`src/rtl/mc_control_fsm_if.sv`:
```
// Control-unit bundle: instruction fields and memory ready handshakes in, datapath strobes,
// selects and status out. The FSM uses the slave modport; the datapath/bench uses master.
interface mc_control_fsm_if #(
    parameter int unsigned CNT_W = 32
);
    logic [6:0]       opcode;
    logic [2:0]       funct3;
    logic             i_mem_ready;
    logic             d_mem_ready;
    logic [2:0]       state;
    logic             i_mem_req;
    logic             ir_write;
    logic             d_mem_req;
    logic             mem_write;
    logic             pc_write;
    logic             branch;
    logic             jump;
    logic             jal_or_jalr;
    logic             reg_write;
    logic             mem_to_reg;
    logic             alu_src1;
    logic             alu_src2;
    logic [6:0]       alu_op;
    logic [3:0]       be;
    logic [2:0]       concat_control;
    logic             halted;
    logic             illegal;
    logic             timeout;
    logic [CNT_W-1:0] instr_cnt;

    modport slave (
        input  opcode, funct3, i_mem_ready, d_mem_ready,
        output state, i_mem_req, ir_write, d_mem_req, mem_write, pc_write, branch, jump,
               jal_or_jalr, reg_write, mem_to_reg, alu_src1, alu_src2, alu_op, be,
               concat_control, halted, illegal, timeout, instr_cnt
    );

    modport master (
        output opcode, funct3, i_mem_ready, d_mem_ready,
        input  state, i_mem_req, ir_write, d_mem_req, mem_write, pc_write, branch, jump,
               jal_or_jalr, reg_write, mem_to_reg, alu_src1, alu_src2, alu_op, be,
               concat_control, halted, illegal, timeout, instr_cnt
    );
endinterface

```
`src/rtl/mc_control_fsm.sv`:
```
// Multi-cycle RV32I control unit: IF/ID/EX/MEM/WB sequencing with memory handshakes,
// stall timeout, sticky HALT/TRAP states and a retired-instruction counter.
module mc_control_fsm #(
    parameter int unsigned TIMEOUT_CYCLES = 16,
    parameter int unsigned CNT_W          = 32
) (
    input  logic             clk_i,
    input  logic             rst_ni,
    mc_control_fsm_if.slave  bus_io
);
    localparam logic [6:0] OpLui    = 7'b0110111;
    localparam logic [6:0] OpAuipc  = 7'b0010111;
    localparam logic [6:0] OpR      = 7'b0110011;
    localparam logic [6:0] OpI      = 7'b0010011;
    localparam logic [6:0] OpLoad   = 7'b0000011;
    localparam logic [6:0] OpStore  = 7'b0100011;
    localparam logic [6:0] OpBranch = 7'b1100011;
    localparam logic [6:0] OpJal    = 7'b1101111;
    localparam logic [6:0] OpJalr   = 7'b1100111;
    localparam logic [6:0] OpSystem = 7'b1110011;

    localparam int unsigned      WaitW     = (TIMEOUT_CYCLES > 1) ? $clog2(TIMEOUT_CYCLES) : 1;
    localparam logic [WaitW-1:0] WaitMax   = WaitW'(TIMEOUT_CYCLES - 1);
    localparam bit               TimeoutEn = (TIMEOUT_CYCLES != 0);

    typedef enum logic [2:0] {
        StIf   = 3'd0,
        StId   = 3'd1,
        StEx   = 3'd2,
        StMem  = 3'd3,
        StWb   = 3'd4,
        StHalt = 3'd5,
        StTrap = 3'd6
    } state_e;

    state_e           state_q, state_d;
    logic [WaitW-1:0] wait_q, wait_d;
    logic [CNT_W-1:0] instr_cnt_q, instr_cnt_d;
    logic             halted_q, halted_d, illegal_q, illegal_d, timeout_q, timeout_d;

    logic [6:0] opcode;
    logic [2:0] funct3;
    logic       i_rdy, d_rdy;
    logic       is_load, is_store, is_branch, is_system, is_legal, wait_hit;
    logic       i_mem_req, ir_write, d_mem_req, mem_write, pc_write, reg_write;

    assign opcode    = bus_io.opcode;
    assign funct3    = bus_io.funct3;
    assign i_rdy     = bus_io.i_mem_ready;
    assign d_rdy     = bus_io.d_mem_ready;
    assign is_load   = (opcode == OpLoad);
    assign is_store  = (opcode == OpStore);
    assign is_branch = (opcode == OpBranch);
    assign is_system = (opcode == OpSystem);
    assign is_legal  = (opcode == OpLui) || (opcode == OpAuipc) || (opcode == OpR) ||
                       (opcode == OpI) || is_load || is_store || is_branch ||
                       (opcode == OpJal) || (opcode == OpJalr);
    assign wait_hit  = TimeoutEn && (wait_q == WaitMax);

    // Static datapath selects: pure opcode/funct3 decode, independent of state.
    always_comb begin
        bus_io.mem_to_reg     = 1'b0;
        bus_io.alu_src1       = 1'b0;
        bus_io.alu_src2       = 1'b0;
        bus_io.branch         = 1'b0;
        bus_io.jump           = 1'b0;
        bus_io.jal_or_jalr    = 1'b0;
        bus_io.concat_control = 3'b000;
        bus_io.be             = 4'b0000;
        case (opcode)
            OpLui, OpAuipc: begin
                bus_io.concat_control = 3'b001;
                bus_io.alu_src2       = 1'b1;
                bus_io.alu_src1       = (opcode == OpAuipc);
            end
            OpI: begin
                bus_io.alu_src2       = 1'b1;
                bus_io.concat_control = (funct3 == 3'b001 || funct3 == 3'b101) ? 3'b110 : 3'b011;
            end
            OpLoad: begin
                bus_io.mem_to_reg     = 1'b1;
                bus_io.alu_src2       = 1'b1;
                bus_io.concat_control = 3'b011;
            end
            OpStore: begin
                bus_io.alu_src2       = 1'b1;
                bus_io.concat_control = 3'b101;
            end
            OpBranch: begin
                bus_io.branch         = 1'b1;
                bus_io.concat_control = 3'b100;
            end
            OpJal: begin
                bus_io.jump           = 1'b1;
                bus_io.alu_src1       = 1'b1;
                bus_io.concat_control = 3'b010;
            end
            OpJalr: begin
                bus_io.jump           = 1'b1;
                bus_io.jal_or_jalr    = 1'b1;
                bus_io.alu_src2       = 1'b1;
                bus_io.concat_control = 3'b011;
            end
            default: ;
        endcase
        if (is_load || is_store) begin
            case (funct3)
                3'b000, 3'b100: bus_io.be = 4'b0001;
                3'b001, 3'b101: bus_io.be = 4'b0011;
                3'b010:         bus_io.be = 4'b1111;
                default:        bus_io.be = 4'b0000;
            endcase
        end
    end

    always_comb begin
        state_d   = state_q;
        halted_d  = halted_q;
        illegal_d = illegal_q;
        timeout_d = timeout_q;
        i_mem_req = 1'b0;
        ir_write  = 1'b0;
        d_mem_req = 1'b0;
        mem_write = 1'b0;
        pc_write  = 1'b0;
        reg_write = 1'b0;
        case (state_q)
            StIf: begin
                i_mem_req = 1'b1;
                if (i_rdy) begin
                    ir_write = 1'b1;
                    state_d  = StId;
                end else if (wait_hit) begin
                    state_d   = StTrap;
                    timeout_d = 1'b1;
                end
            end
            StId: begin
                if (is_legal) begin
                    state_d = StEx;
                end else if (is_system) begin
                    state_d  = StHalt;
                    halted_d = 1'b1;
                end else begin
                    state_d   = StTrap;
                    illegal_d = 1'b1;
                end
            end
            StEx: begin
                if (is_branch) begin
                    pc_write = 1'b1;
                    state_d  = StIf;
                end else if (is_load || is_store) begin
                    state_d = StMem;
                end else begin
                    state_d = StWb;
                end
            end
            StMem: begin
                d_mem_req = 1'b1;
                mem_write = is_store;
                if (d_rdy) begin
                    if (is_load) begin
                        state_d = StWb;
                    end else begin
                        pc_write = 1'b1;
                        state_d  = StIf;
                    end
                end else if (wait_hit) begin
                    state_d   = StTrap;
                    timeout_d = 1'b1;
                end
            end
            StWb: begin
                reg_write = 1'b1;
                pc_write  = 1'b1;
                state_d   = StIf;
            end
            default: ;
        endcase
    end

    // Wait counter restarts whenever the state changes, so it only counts stalls in place.
    always_comb begin
        wait_d = wait_q;
        if ((state_q == StIf && !i_rdy) || (state_q == StMem && !d_rdy)) begin
            wait_d = wait_q + 1'b1;
        end
        if (state_d != state_q) begin
            wait_d = '0;
        end
        instr_cnt_d = pc_write ? instr_cnt_q + CNT_W'(1) : instr_cnt_q;
    end

    always_ff @(posedge clk_i or negedge rst_ni) begin
        if (!rst_ni) begin
            state_q     <= StIf;
            wait_q      <= '0;
            instr_cnt_q <= '0;
            halted_q    <= 1'b0;
            illegal_q   <= 1'b0;
            timeout_q   <= 1'b0;
        end else begin
            state_q     <= state_d;
            wait_q      <= wait_d;
            instr_cnt_q <= instr_cnt_d;
            halted_q    <= halted_d;
            illegal_q   <= illegal_d;
            timeout_q   <= timeout_d;
        end
    end

    // Reset forces IF, which would otherwise request a fetch while reset is still held.
    assign bus_io.i_mem_req = i_mem_req & rst_ni;
    assign bus_io.ir_write  = ir_write & rst_ni;
    assign bus_io.d_mem_req = d_mem_req & rst_ni;
    assign bus_io.mem_write = mem_write & rst_ni;
    assign bus_io.pc_write  = pc_write & rst_ni;
    assign bus_io.reg_write = reg_write & rst_ni;
    assign bus_io.state     = state_q;
    assign bus_io.alu_op    = opcode;
    assign bus_io.halted    = halted_q;
    assign bus_io.illegal   = illegal_q;
    assign bus_io.timeout   = timeout_q;
    assign bus_io.instr_cnt = instr_cnt_q;
endmodule

```
`src/flat_wrapper.sv`:
```
// flat-port wrapper written by rule: the top's interface ports become plain ports
module mc_control_fsm_flat 
#(
    parameter int unsigned TIMEOUT_CYCLES = 16,
    parameter int unsigned CNT_W          = 32
)
  (clk_i, rst_ni, bus_io_opcode, bus_io_funct3, bus_io_i_mem_ready, bus_io_d_mem_ready, bus_io_state, bus_io_i_mem_req, bus_io_ir_write, bus_io_d_mem_req, bus_io_mem_write, bus_io_pc_write, bus_io_branch, bus_io_jump, bus_io_jal_or_jalr, bus_io_reg_write, bus_io_mem_to_reg, bus_io_alu_src1, bus_io_alu_src2, bus_io_alu_op, bus_io_be, bus_io_concat_control, bus_io_halted, bus_io_illegal, bus_io_timeout, bus_io_instr_cnt);
  mc_control_fsm_if #(.CNT_W(CNT_W)) bus_io_i ();
  input  logic clk_i;
  input  logic rst_ni;
  input wire logic [$bits(bus_io_i.opcode)-1:0] bus_io_opcode;
  input wire logic [$bits(bus_io_i.funct3)-1:0] bus_io_funct3;
  input wire logic [$bits(bus_io_i.i_mem_ready)-1:0] bus_io_i_mem_ready;
  input wire logic [$bits(bus_io_i.d_mem_ready)-1:0] bus_io_d_mem_ready;
  output wire logic [$bits(bus_io_i.state)-1:0] bus_io_state;
  output wire logic [$bits(bus_io_i.i_mem_req)-1:0] bus_io_i_mem_req;
  output wire logic [$bits(bus_io_i.ir_write)-1:0] bus_io_ir_write;
  output wire logic [$bits(bus_io_i.d_mem_req)-1:0] bus_io_d_mem_req;
  output wire logic [$bits(bus_io_i.mem_write)-1:0] bus_io_mem_write;
  output wire logic [$bits(bus_io_i.pc_write)-1:0] bus_io_pc_write;
  output wire logic [$bits(bus_io_i.branch)-1:0] bus_io_branch;
  output wire logic [$bits(bus_io_i.jump)-1:0] bus_io_jump;
  output wire logic [$bits(bus_io_i.jal_or_jalr)-1:0] bus_io_jal_or_jalr;
  output wire logic [$bits(bus_io_i.reg_write)-1:0] bus_io_reg_write;
  output wire logic [$bits(bus_io_i.mem_to_reg)-1:0] bus_io_mem_to_reg;
  output wire logic [$bits(bus_io_i.alu_src1)-1:0] bus_io_alu_src1;
  output wire logic [$bits(bus_io_i.alu_src2)-1:0] bus_io_alu_src2;
  output wire logic [$bits(bus_io_i.alu_op)-1:0] bus_io_alu_op;
  output wire logic [$bits(bus_io_i.be)-1:0] bus_io_be;
  output wire logic [$bits(bus_io_i.concat_control)-1:0] bus_io_concat_control;
  output wire logic [$bits(bus_io_i.halted)-1:0] bus_io_halted;
  output wire logic [$bits(bus_io_i.illegal)-1:0] bus_io_illegal;
  output wire logic [$bits(bus_io_i.timeout)-1:0] bus_io_timeout;
  output wire logic [$bits(bus_io_i.instr_cnt)-1:0] bus_io_instr_cnt;
  assign bus_io_i.opcode = bus_io_opcode;
  assign bus_io_i.funct3 = bus_io_funct3;
  assign bus_io_i.i_mem_ready = bus_io_i_mem_ready;
  assign bus_io_i.d_mem_ready = bus_io_d_mem_ready;
  assign bus_io_state = bus_io_i.state;
  assign bus_io_i_mem_req = bus_io_i.i_mem_req;
  assign bus_io_ir_write = bus_io_i.ir_write;
  assign bus_io_d_mem_req = bus_io_i.d_mem_req;
  assign bus_io_mem_write = bus_io_i.mem_write;
  assign bus_io_pc_write = bus_io_i.pc_write;
  assign bus_io_branch = bus_io_i.branch;
  assign bus_io_jump = bus_io_i.jump;
  assign bus_io_jal_or_jalr = bus_io_i.jal_or_jalr;
  assign bus_io_reg_write = bus_io_i.reg_write;
  assign bus_io_mem_to_reg = bus_io_i.mem_to_reg;
  assign bus_io_alu_src1 = bus_io_i.alu_src1;
  assign bus_io_alu_src2 = bus_io_i.alu_src2;
  assign bus_io_alu_op = bus_io_i.alu_op;
  assign bus_io_be = bus_io_i.be;
  assign bus_io_concat_control = bus_io_i.concat_control;
  assign bus_io_halted = bus_io_i.halted;
  assign bus_io_illegal = bus_io_i.illegal;
  assign bus_io_timeout = bus_io_i.timeout;
  assign bus_io_instr_cnt = bus_io_i.instr_cnt;
  mc_control_fsm #(.TIMEOUT_CYCLES(TIMEOUT_CYCLES), .CNT_W(CNT_W)) u_core (.clk_i(clk_i), .rst_ni(rst_ni), .bus_io(bus_io_i));
endmodule
```
`config.mk`:
```
export PLATFORM = sky130hd
export DESIGN_NAME = mc_control_fsm_flat
export DESIGN_NICKNAME = d
export VERILOG_FILES = /design/src/rtl/mc_control_fsm_if.sv /design/src/rtl/mc_control_fsm.sv /design/src/flat_wrapper.sv
export SDC_FILE = /design/constraint.sdc
export NUM_CORES = 1
export LEC_CHECK = 0
export ABC_AREA = 1
export CAP_MARGIN = 20
export CORE_ASPECT_RATIO = 0.9
export CORE_MARGIN = 8
export CORE_UTILIZATION = 53
export CTS_CLUSTER_DIAMETER = 120
export DETAILED_ROUTE_END_ITERATION = 6
export GPL_ROUTABILITY_DRIVEN = 0
export PLACE_DENSITY = 0.91
export SYNTH_ARGS = -nofsm -noshare
export SYNTH_HDL_FRONTEND = slang
export SYNTH_SLANG_ARGS = --single-unit
```
`constraint.sdc`:
```
create_clock -name clk_i -period 2.4 [get_ports clk_i]
set_input_delay 0.6 -clock clk_i [delete_from_list [all_inputs] [get_ports clk_i]]
set_output_delay 0.6 -clock clk_i [all_outputs]
set_load 0.005 [all_outputs]
```
### Word-level counts from Yosys, hierarchy flattened

Index checks and enable logic that the tools add are counted.
W data, S select, Z words.

* register bits: 42
* bits of input ports: 14
* output and inout bits: 64
* logic and storage cells: 100

* add/sub/neg operators: 2
* equality and inequality tests: 22
* multiplexer cells: 34
* bitwise operators: 8
* reduce and logical (&&, ||, !) cells: 28

Operator list (number)
* $add A32 B1 Y32 const B: 1
* $eq A7 B7 Y1 const B: 4
* $mux W3: 8
* $eq A7 B6 Y1 const B: 3
* $pmux W3 S6: 1
* $mux W1: 16
* $pmux W3 S5: 1
* $eq A7 B5 Y1 const B: 2
* $mux W4: 3
* $pmux W4 S3: 1
* $logic_or A1 B1 Y1: 11
* $reduce_or A2 Y1: 5
* $eq A3 B2 Y1 const B: 3
* $eq A3 B3 Y1 const B: 3
* $reduce_and A3 Y1: 3
* $eq A7 B2 Y1 const B: 1
* $and A1 B1 Y1: 6
* $eq A3 B1 Y1 const B: 2
* $logic_not A3 Y1: 2
* $reduce_or A6 Y1: 1
* $add A4 B1 Y4 const B: 1
* $eq A4 B4 Y1 const B: 1
* $ne A2 B2 Y1 const B: 2
* $pmux W1 S2: 2
* other kinds (7): 11

### Longest topological paths before layout

* word-level depth: 13
* mapped depth: 12
* mapped depth without buffers: 12

### Worst setup path after synthesis

OpenSTA, ideal clock, no wires.

* path kind: input to output
* from: input port bus_io_opcode[2]
* to: output port bus_io_pc_write
* arrival time: 1.533 ns
* path slack: 0.267 ns
* stages: 10
* buffers on the path: 1
* cell sequence: inv_1 nand2_2 nor2_8 nand2_1 inv_1 a21boi_2 nand2_2 buf_6 inv_2 nor2_1

* elaborated cells between the ends (all ways): 7

RTL lines
* start, declared: RTL line flat_wrapper.sv:11 `input wire logic [$bits(bus_io_i.opcode)-1:0] bus_io_opcode;`
* $eq A7 B7 Y1
* $mux W1
* named net bus_io_branch: RTL line flat_wrapper.sv:21 `output wire logic [$bits(bus_io_i.branch)-1:0] bus_io_branch;`
* $pmux W1 S3: RTL line mc_control_fsm.sv:127 `case (state_q)`
* $and A1 B1 Y1: RTL line mc_control_fsm.sv:218 `assign bus_io.pc_write = pc_write & rst_ni;`
* end, declared: RTL line flat_wrapper.sv:20 `output wire logic [$bits(bus_io_i.pc_write)-1:0] bus_io_pc_write;`

The timed path passes the listed nets, and every way through them passes these cells.

### Final worst setup path

* from: input port bus_io_opcode[4]
* to: output port bus_io_be[0]

* longest elaborated chain between the ends: 3
* elaborated cells between the ends (all ways): 4

RTL lines
* $eq A7 B2 Y1 / $eq A7 B6 Y1 (equally long branches): RTL line mc_control_fsm.sv:51, mc_control_fsm.sv:52
* $logic_or A1 B1 Y1 *: RTL line mc_control_fsm.sv:106 `if (is_load || is_store) begin`
* $mux W4 *: RTL line mc_control_fsm.sv:106
* end, declared: RTL line flat_wrapper.sv:29 `output wire logic [$bits(bus_io_i.be)-1:0] bus_io_be;`

Every way passes the cells marked *; elsewhere a longest branch is shown, timed or not.

==> results.md <==
* Outcome: completed
* Number of top-level pins at 78
* CTS tree: built
* Largest voltage drop on the vdd net at 0.1982 mV
* First-pass GRT wire length at 14150 um
* Wire length reported by the detailed router at 8512 um
* Worst-margin pin slew at 0.5199 ns
* Gr ovfl total at 0
* Portion of synthesized cell area occupied by the leading cell type at 35.71%
* Critical Path RT at 1.80 ns
* Total Negative Setup Slacks at 0 ns
* Share of the clock period used by the worst path at 97.86%
* Flop-to-flop setup slack at 0.36 ns
* Clock Latency Late Sink at 0.30 ns
* Clock sink count at 42
* Synth Cell Area at 0.002943 sq mm
* Port buffer count at 77
* Vias at 3029
* Max-slew violation total from the final report at 0
* Most used flip-flop cell after synthesis: sky130_fd_sc_hd__dfrtp_1
* Setup violators final at 0
* Average cell area after synthesis at 7.339 sq um
* Async S/R FF share, synth at 100.0%
* R2R cell count at 8
* Non-Filler Instances at 570
* Count of cell types in the netlist at 36
* Kind of path behind the tightest hold check: primary input to async pin
* Horizontal die dimension at 94.55 um
* Remaining antenna violation count at 0
* Final hold violation count at 0
* Area overhead of the layout relative to synthesis at 38.78%
* Most area-consuming cells after synthesis: sky130_fd_sc_hd__dfrtp_1 (36%), sky130_fd_sc_hd__nand2_1 (13%), sky130_fd_sc_hd__xor2_1 (7.1%)
* Crit path arrival time at 1.75 ns
* Launching point of the worst reg2reg path: u_core.bus_io.state[0]
* Count of maximum capacitance violations at 0
* Share of post-route cells with drive strength above 1 at 22.47%
* Cell accounting for the most synthesized area: sky130_fd_sc_hd__dfrtp_1
* Max Root-Sink Buffers at 2
* Post-Syn Instances at 401
* Total routing usage reported by global routing at 21.30%
* First-iteration detailed-routing DRC count at 312
* Initial standard-cell utilization of the core at 55.34%
* Clock-pin slew of the registers on the worst-case setup and hold paths at 0.08 ns
* CTS Root Cell: sky130_fd_sc_hd__clkbuf_8
* Hold-fix buffers at CTS at 0
* Post-synthesis sequential area ratio at 35.71%
* Capture instance of the worst register-to-register path: u_core.bus_io.instr_cnt[14]
* Reported leakage power at 1.934 nW
* Area inside the core boundary at 0.005318 sq mm
* Critical Path End: bus_io_be[0]
* Count of standard-cell rows at 25
* Clock buffers created by TritonCTS at 5
* Half-perimeter wire length after placement at 6495 um
* Type of element capturing the critical path: output port
* Worst-case headroom to the max-slew limit at 65.34%
* Fraction of the core area covered by cells at the end of the flow at 76.80%
* Kind of launch point of the worst setup path: primary input
* Die H at 86.69 um
* Largest clock skew in the final design at 0.009662 ns
* Die Footprint at 0.008196 sq mm
* Min cycle time layout at 2.349 ns
* Antenna violations before repair at 0
* Critical Path Fanout Max at 3
* Unrepaired setup endpoints after global routing: yes
* Number of global-route vias before repair at 3042
* Number of enable flip-flop cells after synthesis at 0
* Routed WL per cell at 14.93 um
* Via/cell ratio at 5.314
* Flip-flop and latch count after synthesis at 42
* Number of instances in the placed design at 558
* Largest net degree at the start of global routing at 43
* Total power per unit cell area at 306.9 mW/mm^2
* Number of inserted diodes at 0
* First-pass detailed-route iteration total at 5
* Post-Syn Nets at 417
* Worst Setup Path Type: primary input to output port
* Remaining routing DRC violations at 0
* Fmax achieved at 425.8 MHz
* H-tree Lvls at 2
* Nets at 519
* Source of the critical timing path: bus_io_opcode[4]
* Synth warnings at 0
[final cells by class]
| type | instances | area (sq um) |
|---|---|---|
| clock buffers | 7 | 76.32 |
| multi-input cells | 292 | 1689 |
| flip-flops and latches | 42 | 1054 |
| inverters | 54 | 202.7 |
| fillers | 368 | 1234 |
| well taps | 67 | 83.83 |
| repair buffers | 108 | 978.4 |
[metrics by stage]
stage	cell area (sq um)	hold slack (ns)	power [mW]	setup slack, ns
finish	4084	0.4003	1.253	0.05143
global route	4084	0.4521	1.308	-0.02299
detailed placement	3881	0.4639	0.8267	-0.5844
floorplan	2943	0.3044	0.7537	0.2673
global placement	3881	0.4489	0.8236	-0.5152
CTS	4038	0.4259	1.253	0.01018
[synth_stat cells, types with 2 or more instances]
| cell type | instances |
|---|---|
| sky130_fd_sc_hd__a21oi_1 | 4 |
| sky130_fd_sc_hd__buf_4 | 9 |
| sky130_fd_sc_hd__buf_6 | 3 |
| sky130_fd_sc_hd__dfrtp_1 | 42 |
| sky130_fd_sc_hd__ha_1 | 2 |
| sky130_fd_sc_hd__inv_1 | 50 |
| sky130_fd_sc_hd__inv_2 | 4 |
| sky130_fd_sc_hd__nand2_1 | 101 |
| sky130_fd_sc_hd__nand2_2 | 12 |
| sky130_fd_sc_hd__nand2_4 | 2 |
| sky130_fd_sc_hd__nand3_1 | 20 |
| sky130_fd_sc_hd__nand4_1 | 12 |
| sky130_fd_sc_hd__nor2_1 | 49 |
| sky130_fd_sc_hd__nor2_2 | 3 |
| sky130_fd_sc_hd__nor3_1 | 23 |
| sky130_fd_sc_hd__nor3_2 | 2 |
| sky130_fd_sc_hd__o21ai_1 | 3 |
| sky130_fd_sc_hd__o21ai_2 | 11 |
| sky130_fd_sc_hd__xnor2_1 | 9 |
| sky130_fd_sc_hd__xor2_1 | 24 |
[per-layer routing]
layer / vias up / wire length [um] / track usage [%]
met1: 1413 / 3507 / 25.32
met5: - / 0 / 0
met3: 23 / 618 / 4.491
li1: 1460 / - / -
met4: 0 / 212 / 8.782
met2: 133 / 4174 / 36.24
[sequential cells by signal (all words and copies together) (netlist names)]
register and count:
u_core.bus_io.halted 1, u_core.bus_io.illegal 1, u_core.bus_io.instr_cnt 32, u_core.bus_io.state 3, u_core.wait_q 4, u_core.bus_io.timeout 1
[where the power goes]
group	total [mW]	leakage [nW]	internal [mW]	switching (mW)
registers	0.707	0.528	0.707	0
clock network	0.427	0.0383	0.200	0.227
logic	0.119	1.37	0.0564	0.0627
total	1.25	1.93	0.964	0.289
[cell families after synthesis]
family          after synthesis  synth area share, %
compound gates               24                6.080
simple gates                232                36.69
mux                           1               0.3401
flops                        42                35.71
buf+inv                      67                10.50
xor+xnor                     33                9.822
fa+ha+maj                     2               0.8502
[placed cells by master, fill, tap and decap left out, drive strengths merged, types with 9 or more instances in the layout]
cell and count:
buf 34, clkbuf 9, clkdlybuf4s50 53, dfrtp 42, dlygate4sd2 11, inv 54
nand2 115, nand3 21, nand4 13, nor2 54, nor3 26, o21ai 15
xnor2 9, xor2 24
[worst max-delay path, stage by stage]
cell,delay (ns)
sky130_fd_sc_hd__dlygate4sd2_1,0.26
sky130_fd_sc_hd__buf_4,0.14
sky130_fd_sc_hd__nor2_1,0.13
sky130_fd_sc_hd__nand2_2,0.10
sky130_fd_sc_hd__nand2_4,0.11
sky130_fd_sc_hd__inv_2,0.06
sky130_fd_sc_hd__a21oi_1,0.11
sky130_fd_sc_hd__clkdlybuf4s15_2,0.22
[worst min-delay path by stage]
stage                          startpoint                          end  slack (ns)
global placement     u_core.bus_io.halted         u_core.bus_io.halted        0.45
finish                             rst_ni  u_core.bus_io.instr_cnt[21]        0.40
floorplan                          rst_ni         u_core.bus_io.halted        0.30
global route                       rst_ni  u_core.bus_io.instr_cnt[24]        0.45
CTS                                rst_ni  u_core.bus_io.instr_cnt[24]        0.43
detailed placement  u_core.bus_io.illegal        u_core.bus_io.illegal        0.46
[timing repair]
action | in CTS | in global routing
gates resized for setup | 63 | 21
setup endpoints to repair | 21 | 16
pin swaps | 8 | 5
setup buffers | 5 | 0
No activity file was read; power rests on OpenSTA's default activity.
